==> src/rtl/refresh_sched.sv <==
// Refresh scheduler: a period timer accrues refresh debt, acknowledged
// refreshes retire it, and RefReq/RefUrgent tell the DRAM controller how
// badly a refresh is needed. Debt saturates at MAX_DEBT and the sticky
// Overflow flag marks a lost refresh.
module refresh_sched #(
    parameter int PERIOD       = 250,
    parameter int TIMER_W      = 8,
    parameter int URGENT_LEVEL = 2,
    parameter int MAX_DEBT     = 7,
    parameter int DEBT_W       = 3
) (
    input  logic              CLK,
    input  logic              Reset,
    input  logic              RefEn,
    input  logic              RefAck,
    input  logic              ClrOvf,
    output logic              RefReq,
    output logic              RefUrgent,
    output logic [DEBT_W-1:0] Debt,
    output logic              Overflow
);

    localparam logic [TIMER_W-1:0] TIMER_LAST = TIMER_W'(PERIOD - 1);
    localparam logic [DEBT_W-1:0]  DEBT_MAX   = DEBT_W'(MAX_DEBT);
    localparam logic [DEBT_W-1:0]  DEBT_URG   = DEBT_W'(URGENT_LEVEL);

    logic [TIMER_W-1:0] timer;
    logic               ackD;
    logic               tick;
    logic               ackEdge;
    logic [DEBT_W-1:0]  debtNext;
    logic               ovfSet;

    assign tick    = RefEn && (timer == TIMER_LAST);
    assign ackEdge = RefAck && !ackD;

    // Period timer: free-runs while enabled, parked at zero while disabled
    always_ff @(posedge CLK or posedge Reset) begin
        if (Reset) begin
            timer <= '0;
        end else if (!RefEn || tick) begin
            timer <= '0;
        end else begin
            timer <= timer + TIMER_W'(1);
        end
    end

    // Ack history starts high so a pulse already in flight at reset release is ignored
    always_ff @(posedge CLK or posedge Reset) begin
        if (Reset) begin
            ackD <= 1'b1;
        end else begin
            ackD <= RefAck;
        end
    end

    // Next debt: a tick and an ack edge on the same cycle cancel each other out
    always_comb begin
        debtNext = Debt;
        ovfSet   = 1'b0;
        if (tick && !ackEdge) begin
            if (Debt == DEBT_MAX) begin
                ovfSet = 1'b1;
            end else begin
                debtNext = Debt + DEBT_W'(1);
            end
        end else if (ackEdge && !tick) begin
            if (Debt != '0) begin
                debtNext = Debt - DEBT_W'(1);
            end
        end
    end

    // Debt and request outputs move together, requests derived from next-state debt
    always_ff @(posedge CLK or posedge Reset) begin
        if (Reset) begin
            Debt      <= '0;
            RefReq    <= 1'b0;
            RefUrgent <= 1'b0;
        end else begin
            Debt      <= debtNext;
            RefReq    <= RefEn && (debtNext != '0);
            RefUrgent <= RefEn && (debtNext >= DEBT_URG);
        end
    end

    // Sticky lost-refresh flag; a new overflow beats a simultaneous clear
    always_ff @(posedge CLK or posedge Reset) begin
        if (Reset) begin
            Overflow <= 1'b0;
        end else if (ovfSet) begin
            Overflow <= 1'b1;
        end else if (ClrOvf) begin
            Overflow <= 1'b0;
        end
    end

endmodule

==> config.mk <==
export PLATFORM = sky130hd
export DESIGN_NAME = refresh_sched
export DESIGN_NICKNAME = d
export VERILOG_FILES = /design/src/rtl/refresh_sched.sv
export SDC_FILE = /design/constraint.sdc
export NUM_CORES = 1
export LEC_CHECK = 0
export ABC_AREA = 1
export CORE_ASPECT_RATIO = 1.4
export CORE_MARGIN = 2
export CORE_UTILIZATION = 42
export DETAILED_ROUTE_END_ITERATION = 6
export GPL_TIMING_DRIVEN = 0
export PLACE_DENSITY = 0.69
export SLEW_MARGIN = 20
export SYNTH_ARGS = -nofsm -noshare
export SYNTH_HDL_FRONTEND = slang
export SYNTH_SLANG_ARGS = --single-unit
==> constraint.sdc <==
create_clock -name CLK -period 1.69 [get_ports CLK]
set_clock_uncertainty 0.1 [all_clocks]
set_input_delay 0.169 -clock CLK [delete_from_list [all_inputs] [get_ports CLK]]
set_output_delay 0.169 -clock CLK [all_outputs]
set_load 0.05 [all_outputs]
=== Word level (Yosys, flattened, before mapping) ===
Index checks and enable logic that the tools add are counted.

* Flip-flop bits (word level): 15

* Add/subtract/negate cells: 3
* Magnitude comparators: 1
* Equal/unequal tests: 2
* Muxes and demuxes: 9
* Reduce and logical (&&, ||, !) cells: 14

{| class="wikitable"
|+ Operators by type and width
! cell !! count
|-
| two-way mux 3 bit || 4
|-
| adder 8 x 1 -> 8 bit, second input constant || 1
|-
| equality test 8 bit, second input constant || 1
|-
| two-way mux 8 bit || 1
|-
| logical AND 1 bit || 6
|-
| nonzero test 3 bit || 2
|-
| logical NOT 1 bit || 4
|-
| two-way mux 1 bit || 4
|-
| adder 3 x 1 -> 3 bit, second input constant || 1
|-
| equality test 3 bit, second input constant || 1
|-
| greater-or-equal comparator 3 x 2 -> 1 bit, second input constant || 1
|-
| subtractor 3 x 1 -> 3 bit, second input constant || 1
|-
| nonzero test 2 bit || 1
|-
| logical OR 1 bit || 1
|}

=== Logic depth before layout (Yosys ltp) ===
Gate-level depths: netlist of the first run.

* Depth in word-level cells: 8
* Gate-level depth with buffers: 12
* Depth with buffers taken out: 12

=== Worst setup path after synthesis of the first run ===
No wires, ideal clock.

* Kind: flip-flop to flip-flop
* Start point: reg Debt[0]
* End point: reg RefReq
* Library setup time: 0.118 ns
* Arrival: 1.650 ns
* Setup slack: -0.178 ns
* Cell stages (with the launch flop): 13
* Path buffers: 0
* Period minus slack after synthesis: 1.868 ns
* Path through: dfrtp_1 > inv_1 > ha_1 > nand2_1 > inv_2 > nand2_1 > o21ai_0 > nand3_1 > nand2_1 > nand2_1 > nand3_1 > nand2_1 > nand2_1

* Word-level cells in the longest chain between the ends: 6

{| class="wikitable"
|+ Ends and longest elaborated chain
! what !! RTL line !! RTL
|-
| start: declaration || 19 || <nowiki>output logic [DEBT_W-1:0] Debt,</nowiki>
|-
| start signal: assignment || 81 || <nowiki>Debt <= debtNext;</nowiki>
|-
| subtractor 3 x 1 -> 3 bit / nonzero test 3 bit (equally long branches) || 69, 68 ||
|-
| two-way mux 3 bit || 68 || <nowiki>if (Debt != '0) begin</nowiki>
|-
| two-way mux 3 bit || 67 || <nowiki>end else if (ackEdge && !tick) begin</nowiki>
|-
| two-way mux 3 bit (*) || 61 || <nowiki>if (tick && !ackEdge) begin</nowiki>
|-
| nonzero test 3 bit (*) || 82 || <nowiki>RefReq <= RefEn && (debtNext != '0);</nowiki>
|-
| logical AND 1 bit (*) || 82 ||
|-
| end signal: assignment || 82 ||
|-
| end: declaration || 17 || <nowiki>output logic RefReq,</nowiki>
|}

Mark *: on every way between the ends. The rest lies on a longest branch, timed or not.
A chain may end at the register's enable or synchronous reset.

=== Final worst setup path of the first run ===
* Start point: reg Debt[0]
* End point: reg RefReq

* Word-level cells in the longest chain between the ends: 6

{| class="wikitable"
|+ Ends and longest elaborated chain
! what !! RTL line !! RTL
|-
| subtractor 3 x 1 -> 3 bit / nonzero test 3 bit (equally long branches) || 69, 68 ||
|-
| two-way mux 3 bit || 68 ||
|-
| two-way mux 3 bit || 67 ||
|-
| two-way mux 3 bit (*) || 61 ||
|-
| via debtNext[0] || 31 || <nowiki>logic [DEBT_W-1:0] debtNext;</nowiki>
|-
| nonzero test 3 bit (*) || 82 ||
|-
| logical AND 1 bit (*) || 82 ||
|}

Mark *: on every way through the listed nets, which the timed path passes. The rest lies on a longest branch.

==> results of run 1 <==
critical path, stage by stage (launching register included):
cell	delay, ps
sky130_fd_sc_hd__dfrtp_2	440
sky130_fd_sc_hd__buf_4	150
sky130_fd_sc_hd__ha_1	220
sky130_fd_sc_hd__nand2_1	150
sky130_fd_sc_hd__xor2_1	170
sky130_fd_sc_hd__inv_1	70
sky130_fd_sc_hd__o21ai_2	130
sky130_fd_sc_hd__nand2_1	60
sky130_fd_sc_hd__nand2_1	60
cell type report:
cell class	instances	area share (%)
Multi-Input combinational cell	80	43.3
Clock buffer	4	2.35
Timing Repair Buffer	14	11.3
Inverter	20	6.71
Sequential cell	15	34.0
Tap cell	21	2.35
worst paths after layout:
check / from / endpoint / slack, ps / cells past startpoint
setup reg to reg: Debt[0] / RefReq / 100 / 8
max in group asynchronous: Reset / Debt[1] / 960 / 2
min in group CLK: RefAck / ackD / 220 / 1
setup / recovery: Debt[0] / RefReq / 100 / 8
hold reg to reg: timer[0] / timer[0] / 400 / 1
hold / removal: Reset / timer[2] / 130 / 2
per-layer routing:
| metal | GRT usage [%] | vias up | wire [um] |
|---|---|---|---|
| li1 | - | 394 | - |
| met1 | 13.3 | 360 | 633 |
| met2 | 26.2 | 10 | 917 |
| met3 | 1.84 | 4 | 38 |
| met4 | 6.49 | 0 | 36 |
| met5 | 0 | - | 0 |
cell usage in the layout, fill, tap and decap left out, drive strengths merged, types with 2 or more instances in the layout:
cell,count
o21ai,2
inv,20
nand3,9
dfrtp,14
dlygate4sd2,5
nand2,32
ha,5
nand4,2
clkdlybuf4s50,4
xor2,3
nor2,15
clkbuf,4
a21oi,2
nor3b,2
buf,4
nor3,4
cells in the mapped netlist (all sizes together):
cell type	number
ha	5
nand2	32
nor3b	2
o21a	1
nand4	2
o21ai	2
inv	20
dfrtp	14
a21o	1
and3	1
nor3	4
o22ai	1
dfstp	1
nor2	15
xor2	3
a21oi	2
nand3	9
cells by family after synthesis:
kind of cell | count (synthesis)
buf+inv | 20
flops | 15
xor+xnor | 3
compound gates | 7
simple gates | 65
fa+ha+maj | 5
flip-flops by register name, indices dropped and copies added, names as in the netlist:
signal,flops
Debt,3
ackD,1
RefUrgent,1
RefReq,1
Overflow,1
timer,8
stage by stage:
step	setup TNS, ps	instances	hold WS (ps)	power [mW]
detailed placement	-118	146	395	0.423
finish	0	154	129	0.627
CTS	0	150	152	0.621
floorplan	0	115	-30.4	0.404
global placement	-94.2	146	378	0.421
global route	-20.4	154	208	0.664
where the power goes:
part | total (mW) | leakage (nW) | internal, mW | switching, mW
registers | 0.374 | 0.199 | 0.367 | 0.00696
clock network | 0.197 | 0.0150 | 0.0915 | 0.105
logic | 0.0568 | 0.386 | 0.0259 | 0.0309
what timing repair did:
item,in CTS,in global routing
hold endpoints to repair,0,0
setup buffers,0,4
pin swaps,0,9
setup endpoints to repair,5,3
gates resized for setup,5,15
==> results, run 1 <==
- The violation count after the first detailed-route iteration is 12.
- The H-tree depth is 1.
- Dividing the synthesized area by the synthesized cell count gives around 8 um2.
- Setup violations remaining at the end of the flow were counted as 0.
- For this run, the detailed router's first-pass iteration total came to 3.
- The slew at the pin closest to its max-slew limit is around 550 ps.
- After Yosys synthesis, full adders, half adders and majority gates account for roughly 7.0% of the synthesized area.
- For the worst-skew pair, the clock arrives at the later sink with an insertion delay of around 280 ps.
- The hold violation total from the final report is 0.
- In the global route stage, overall resource usage came out at a little over an eighth.
- The initial antenna violation count is 0.
- The width of the die is 43.0 um.
- The worst-case headroom to the max-slew limit is a little under two thirds.
- In this run the biggest area consumer among cell types represents 39.2% of the synthesized area.
- The required time of the worst setup path is between 1500 and 2000 ps.
- The setup slack of the critical path after layout is around 100 ps.
- The number of clock sinks is 15.
- The worst path in the final design needs a cycle of approximately 1600 ps, including I/O delays and setup.
- The synthesized net count is 125.
- The number of buffers on the longest clock path is 2.
- After Yosys synthesis, and, or, nand and nor cells account for 34.5% of the synthesized area.
- In the final routed layout, each cell accounts on average for roughly 11 um.
- The type of the setup path with the least slack is flop to flop.
- After synthesis the cells add up to 893 um2.
- The count of nets after finishing is between 100 and 150.
- The Yosys step of the flow raised 0 warnings.
- The layout cell share with drive strength beyond 1 is 26.3%.
- The multiplexer share of the synthesized area is 0%.
- The count of buffers from port buffering is 10.
- The critical path endpoint category is a flop.
- The clock transition at the registers of the reported paths is ~80 ps.
- The flip-flop and latch area is 380 um2.
- The number of global-route vias before repair is ~700.
- Across the VDD grid, the largest voltage drop is about 0.55 mV.
- The maximum achievable frequency is ~630 MHz.
- The post-cts hold buffer count is 0.
- The number of nets with antenna violations after detailed routing is 0.
- Max-cap violations in this run came to 0.
- Summed over all cells, the static leakage comes to 0.600 nW.
- Summing the areas of all compound-gate instances in the mapped netlist gives under 10% of the synthesized area.
- The effective utilization at floorplan is around 45%.
- Of all nets on the critical path, the largest fanout is 4.
- The final antenna diode count is 0.
- Relative to the synthesized area, the layout overhead comes to 25.2%.
- The sequential fraction of the synthesis area is 42.2%.
- After global routing the overflow that remains totals 0.
- The final critical-path share of the clock period is between 90% and 100%.
- The HPWL after detailed placement is roughly 1200 um.
- The detailed router placed approximately 770 vias in this run.
- The global placement routability congestion is 0.868.
- The detail-routed via count per cell is between 4 and 5.
- CTS placed an instance of sky130_fd_sc_hd__clkbuf_4 at the clock tree root.
- The worst endpoint data arrival time is 1710 ps.
- sky130_fd_sc_hd__dfrtp_1 takes more of the synthesized area than any other cell.
- Dividing total power by cell area gives a power density of 561 nW/um2.
- The area of the core is 2000 um2.
- In this run the cell area measured after placement is 1020 um2.
- The max-slew violation total from the final report is 0.
- The fill cell instance count of the final layout is just over 200.
- The routed design has 1630 um of wire.
- In this run the core area contains 19 standard-cell rows.
- The finished layout cell area is 1120 um2.
- The area taken by multi-input logic gates is approximately 480 um2.
- The height of the die is 58.6 um.
- Entering global routing, the biggest net connects 16 pins.
- The sort of element at the start of the critical path is a flop.
- In the post-synthesis netlist, the biggest area contributors are sky130_fd_sc_hd__dfrtp_1 39%, sky130_fd_sc_hd__nand2_1 12%, sky130_fd_sc_hd__inv_1 7.1%.
- The flow ran to the end, and the final reports show no timing, DRC or antenna violations.
- The number of clock buffers added by TritonCTS is 3.
- The final core utilization is between 50 and 60%.
- Counting flops and latches in the post-synthesis netlist gives 15.
- For this run, design rule violations remaining after detail routing come to 0.
- The top-level port count is 11.
- Prior to clock tree synthesis, the placed netlist has a worst setup slack of -67.1 ps.
- The post-synthesis xor/xnor area fraction is 2.94%.
- The floorplan step defined a die boundary enclosing ~2500 um2.
- By area, the combinational part of the netlist is dominated by simple AND/OR/NAND/NOR gates.
- The TritonCTS clock tree is yes.
- The number of library cell types mapped by synthesis is 23.
- The tightest min-delay check is of the primary input to asynchronous set/reset pin type.
- After technology mapping, the gate count stands at between 100 and 150.
- The wire length of the first global-routing pass is between 2000 and 3000 um.
Power figures use the tool's default switching activity.
==> run 2: changes to the inputs <==
PLACE_DENSITY = 0.71   (was 0.69)
clock period = 1.4 ns   (was 1.69 ns; I/O delays follow)
==> run 2 against run 1 <==
The run now ends with negative setup slack left. Hold slack lost 32 ps. Register-to-register slack lost 300 ps. Clock power grew 28%. Non-clock buffer count grew 4. Global-route usage grew 3.0 points.
==> results, run 2 (same netlist as run 1, synthesis figures left out) <==
- The full die area is 2520 um2 (unchanged).
- The maximum achievable frequency came to 626 MHz (was 628 MHz).
- The final routed DRC violation total is 0 (unchanged).
- The final antenna diode count is 0 (unchanged).
- The area added between synthesis and finish came to 38.1% (was 25.2%).
- The most common cell after layout, fill and taps aside is sky130_fd_sc_hd__nand2_1 (unchanged).
- The overall routing resource usage came to 16.3% (was 13.3%).
- The required time of the worst setup path is 1480 ps (was 1810 ps).
- The worst flop-to-flop path startpoint is timer[1] (was Debt[0]).
- The area of the core is 2000 um2 (unchanged).
- The fill cell instance count of the final layout was 176 (was 204).
- The type of the setup path with the least slack is flop to flop (unchanged).
- Status: complete, but fails checks (was complete, no violations).
- The worst vdd rail ir drop is 0.568 mV (was 0.552 mV).
- The overflow left after global routing is 0 (unchanged).
- The layout cell share with drive strength beyond 1 came to 45.3% (was 26.3%).
- The setup TNS is -687 ps (was 0 ps).
- The routed via count is 821 (was 768).
- The number of CTS-inserted buffers is 3 (unchanged).
- The total power consumption of the routed design is 782 uW (was 627 uW).
- The final critical delay including setup and external delays is 1600 ps (was 1590 ps).
- The top-level port count is 11 (unchanged).
- The count of buffers from port buffering came to 10 (unchanged).
- The clock root buffer is sky130_fd_sc_hd__clkbuf_4 (unchanged).
- The average routed wire per standard cell is 12.4 um (was 10.6 um).
- The top register by number of flip-flops is timer (unchanged).
- The global placement routability congestion is 0.849 (was 0.868).
- The iteration count of the initial detailed-routing pass is 4 (was 3).
- The final critical-path share of the clock period is 114% (was 94.2%).
- The worst-skew pair later-pin latency is 290 ps (was 280 ps).
- The number of max-capacitance violations reported is 0 (unchanged).
- The last element of the critical path is RefReq (unchanged).
- The depth of the most critical reg-to-reg path is 11 (was 8).
- The initial antenna violation count came to 0 (unchanged).
- Top flop regs: timer x8, Debt x3 (unchanged).
- The setup slack on the worst flop-to-flop path is -200 ps (was 100 ps).
- The power per unit of standard cell area was 634 nW/um2 (was 561 nW/um2).
- Setup repair after global routing could not meet its margin everywhere.
- The pin count of the biggest net entering global routing is 16 (unchanged).
- The final setup violation count came to 9 (was 0).
- The sort of element at the start of the critical path is a flop (unchanged).
- The H-tree depth was 1 (unchanged).
- The setup slack of the critical path after layout is -198 ps (was 97.6 ps).
- The wire length of the first global-routing pass is 3110 um (was 2550 um).
- The number of clock sinks is 15 (unchanged).
- The final wirelength was 1950 um (was 1630 um).
- The count of nets after finishing is 148 (was 144).
- The number of flip-flops in the largest register is 8 (unchanged).
- The post-cts hold buffer count is 0 (unchanged).
- The violation count after the first detailed-route iteration was 7 (was 12).
- The worst min-delay path class is primary input to asynchronous set/reset pin (unchanged).
- The placement row count was 19 (unchanged).
- The number of buffers on the longest clock path came to 2 (unchanged).
- The leakage component of the power is 0.596 nW (was 0.600 nW).
- The hold violation total from the final report is 0 (unchanged).
- The peak fanout along the critical path is 5 (was 4).
- Most frequent cells in the layout: 22 x sky130_fd_sc_hd__nand2_1, 10 x sky130_fd_sc_hd__dfrtp_1, 10 x sky130_fd_sc_hd__inv_2, 10 x sky130_fd_sc_hd__inv_1 (was 24 x sky130_fd_sc_hd__nand2_1, 15 x sky130_fd_sc_hd__inv_1, 12 x sky130_fd_sc_hd__nor2_1).
- The flip-flop and latch area is 382 um2 (was 380 um2).
- The worst endpoint data arrival time was 1680 ps (was 1710 ps).
- The worst-case headroom to the max-slew limit came to 61.3% (was 63.4%).
- The critical path endpoint category is a flop (unchanged).
- The clock transition at the registers of the reported paths was 90 ps (was 80 ps).
- The effective utilization at floorplan is 44.7% (unchanged).
- The height of the die is 58.6 um (unchanged).
- The max-slew violation total from the final report is 0 (unchanged).
- The worst reg2reg path endpoint is RefReq (unchanged).
- The number of global-route vias before repair is 765 (was 707).
- The beginning of the critical path is timer[1] (was Debt[0]).
- The area taken by multi-input logic gates is 567 um2 (was 484 um2).
- The detail-routed via count per cell is 5.20 (was 4.99).
- The final reports fail on negative setup slack.
- The width of the die is 43.0 um (unchanged).
- The slew at the pin closest to its max-slew limit is 580 ps (was 549 ps).
- The placed wire-length estimate came to 1330 um (was 1250 um).
- The number of nets with antenna violations after detailed routing was 0 (unchanged).
- The TritonCTS clock tree is yes (unchanged).
-- run 2: worst min-delay path by stage --
| stage | start | end | slack [ps] |
|---|---|---|---|
| after floorplan | Reset | Overflow | -60 |
| after global placement | timer[0] | timer[0] | 380 |
| after detailed placement | timer[0] | timer[0] | 390 |
| after CTS | Reset | Debt[0] | 120 |
| after global routing | Reset | timer[4] | 150 |
| final | Reset | timer[4] | 100 |
-- run 2: stage by stage --
| step | util, % | setup WS [ps] | instances | hold slack [ps] | area, um2 |
|---|---|---|---|---|---|
| 4_1_cts | 56.6 | -217 | 154 | 119 | 1130 |
| 5_1_grt | 61.8 | -287 | 158 | 147 | 1230 |
| 3_5_place_dp | 52.6 | -387 | 146 | 394 | 1050 |
| 3_3_place_gp | 52.6 | -360 | 146 | 377 | 1050 |
| 2_1_floorplan | - | -190 | 115 | -59.4 | 925 |
| 6_report | 61.8 | -198 | 158 | 97.2 | 1230 |
-- run 2: repair_timing --
action	CTS	global route
hold endpoints to repair	0	0
pin swaps	10	11
resized for setup	20	27
endpoints found under the setup margin	19	15
setup buffers	4	4
-- run 2: cell type report --
class	instances	share of cell area, %
clock buffer	3	1.83
clock inverter	1	0.406
inverter	20	6.09
multi-input combinational	80	45.9
sequential	15	30.9
tap	21	2.13
timing repair buffer	18	12.7
-- run 2: critical path, stage by stage (launching register included) --
cell and delay (ps):
sky130_fd_sc_hd__dfrtp_1 410, sky130_fd_sc_hd__inv_2 70, sky130_fd_sc_hd__ha_4 140, sky130_fd_sc_hd__inv_2 40, sky130_fd_sc_hd__nor2_4 100, sky130_fd_sc_hd__nand3_4 110, sky130_fd_sc_hd__nand3_1 150, sky130_fd_sc_hd__nand2_1 60
sky130_fd_sc_hd__nand2_1 100, sky130_fd_sc_hd__nand3_2 80, sky130_fd_sc_hd__nand2_2 70, sky130_fd_sc_hd__nand2_1 50
-- run 2: power by group --
| group | total [mW] | leakage (nW) | switching [mW] | internal [mW] |
|---|---|---|---|---|
| sequential | 0.450 | 0.197 | 0.00748 | 0.442 |
| clock | 0.252 | 0.0177 | 0.146 | 0.106 |
| combinational | 0.0806 | 0.381 | 0.0443 | 0.0363 |
-- run 2: per-layer routing --
layer / wire (um) / track usage, % / vias up
met5: 0 / 0 / -
met4: 55 / 9.09 / 0
met1: 732 / 18.7 / 399
met2: 1120 / 28.6 / 15
li1: - / - / 400
met3: 46 / 2.76 / 7
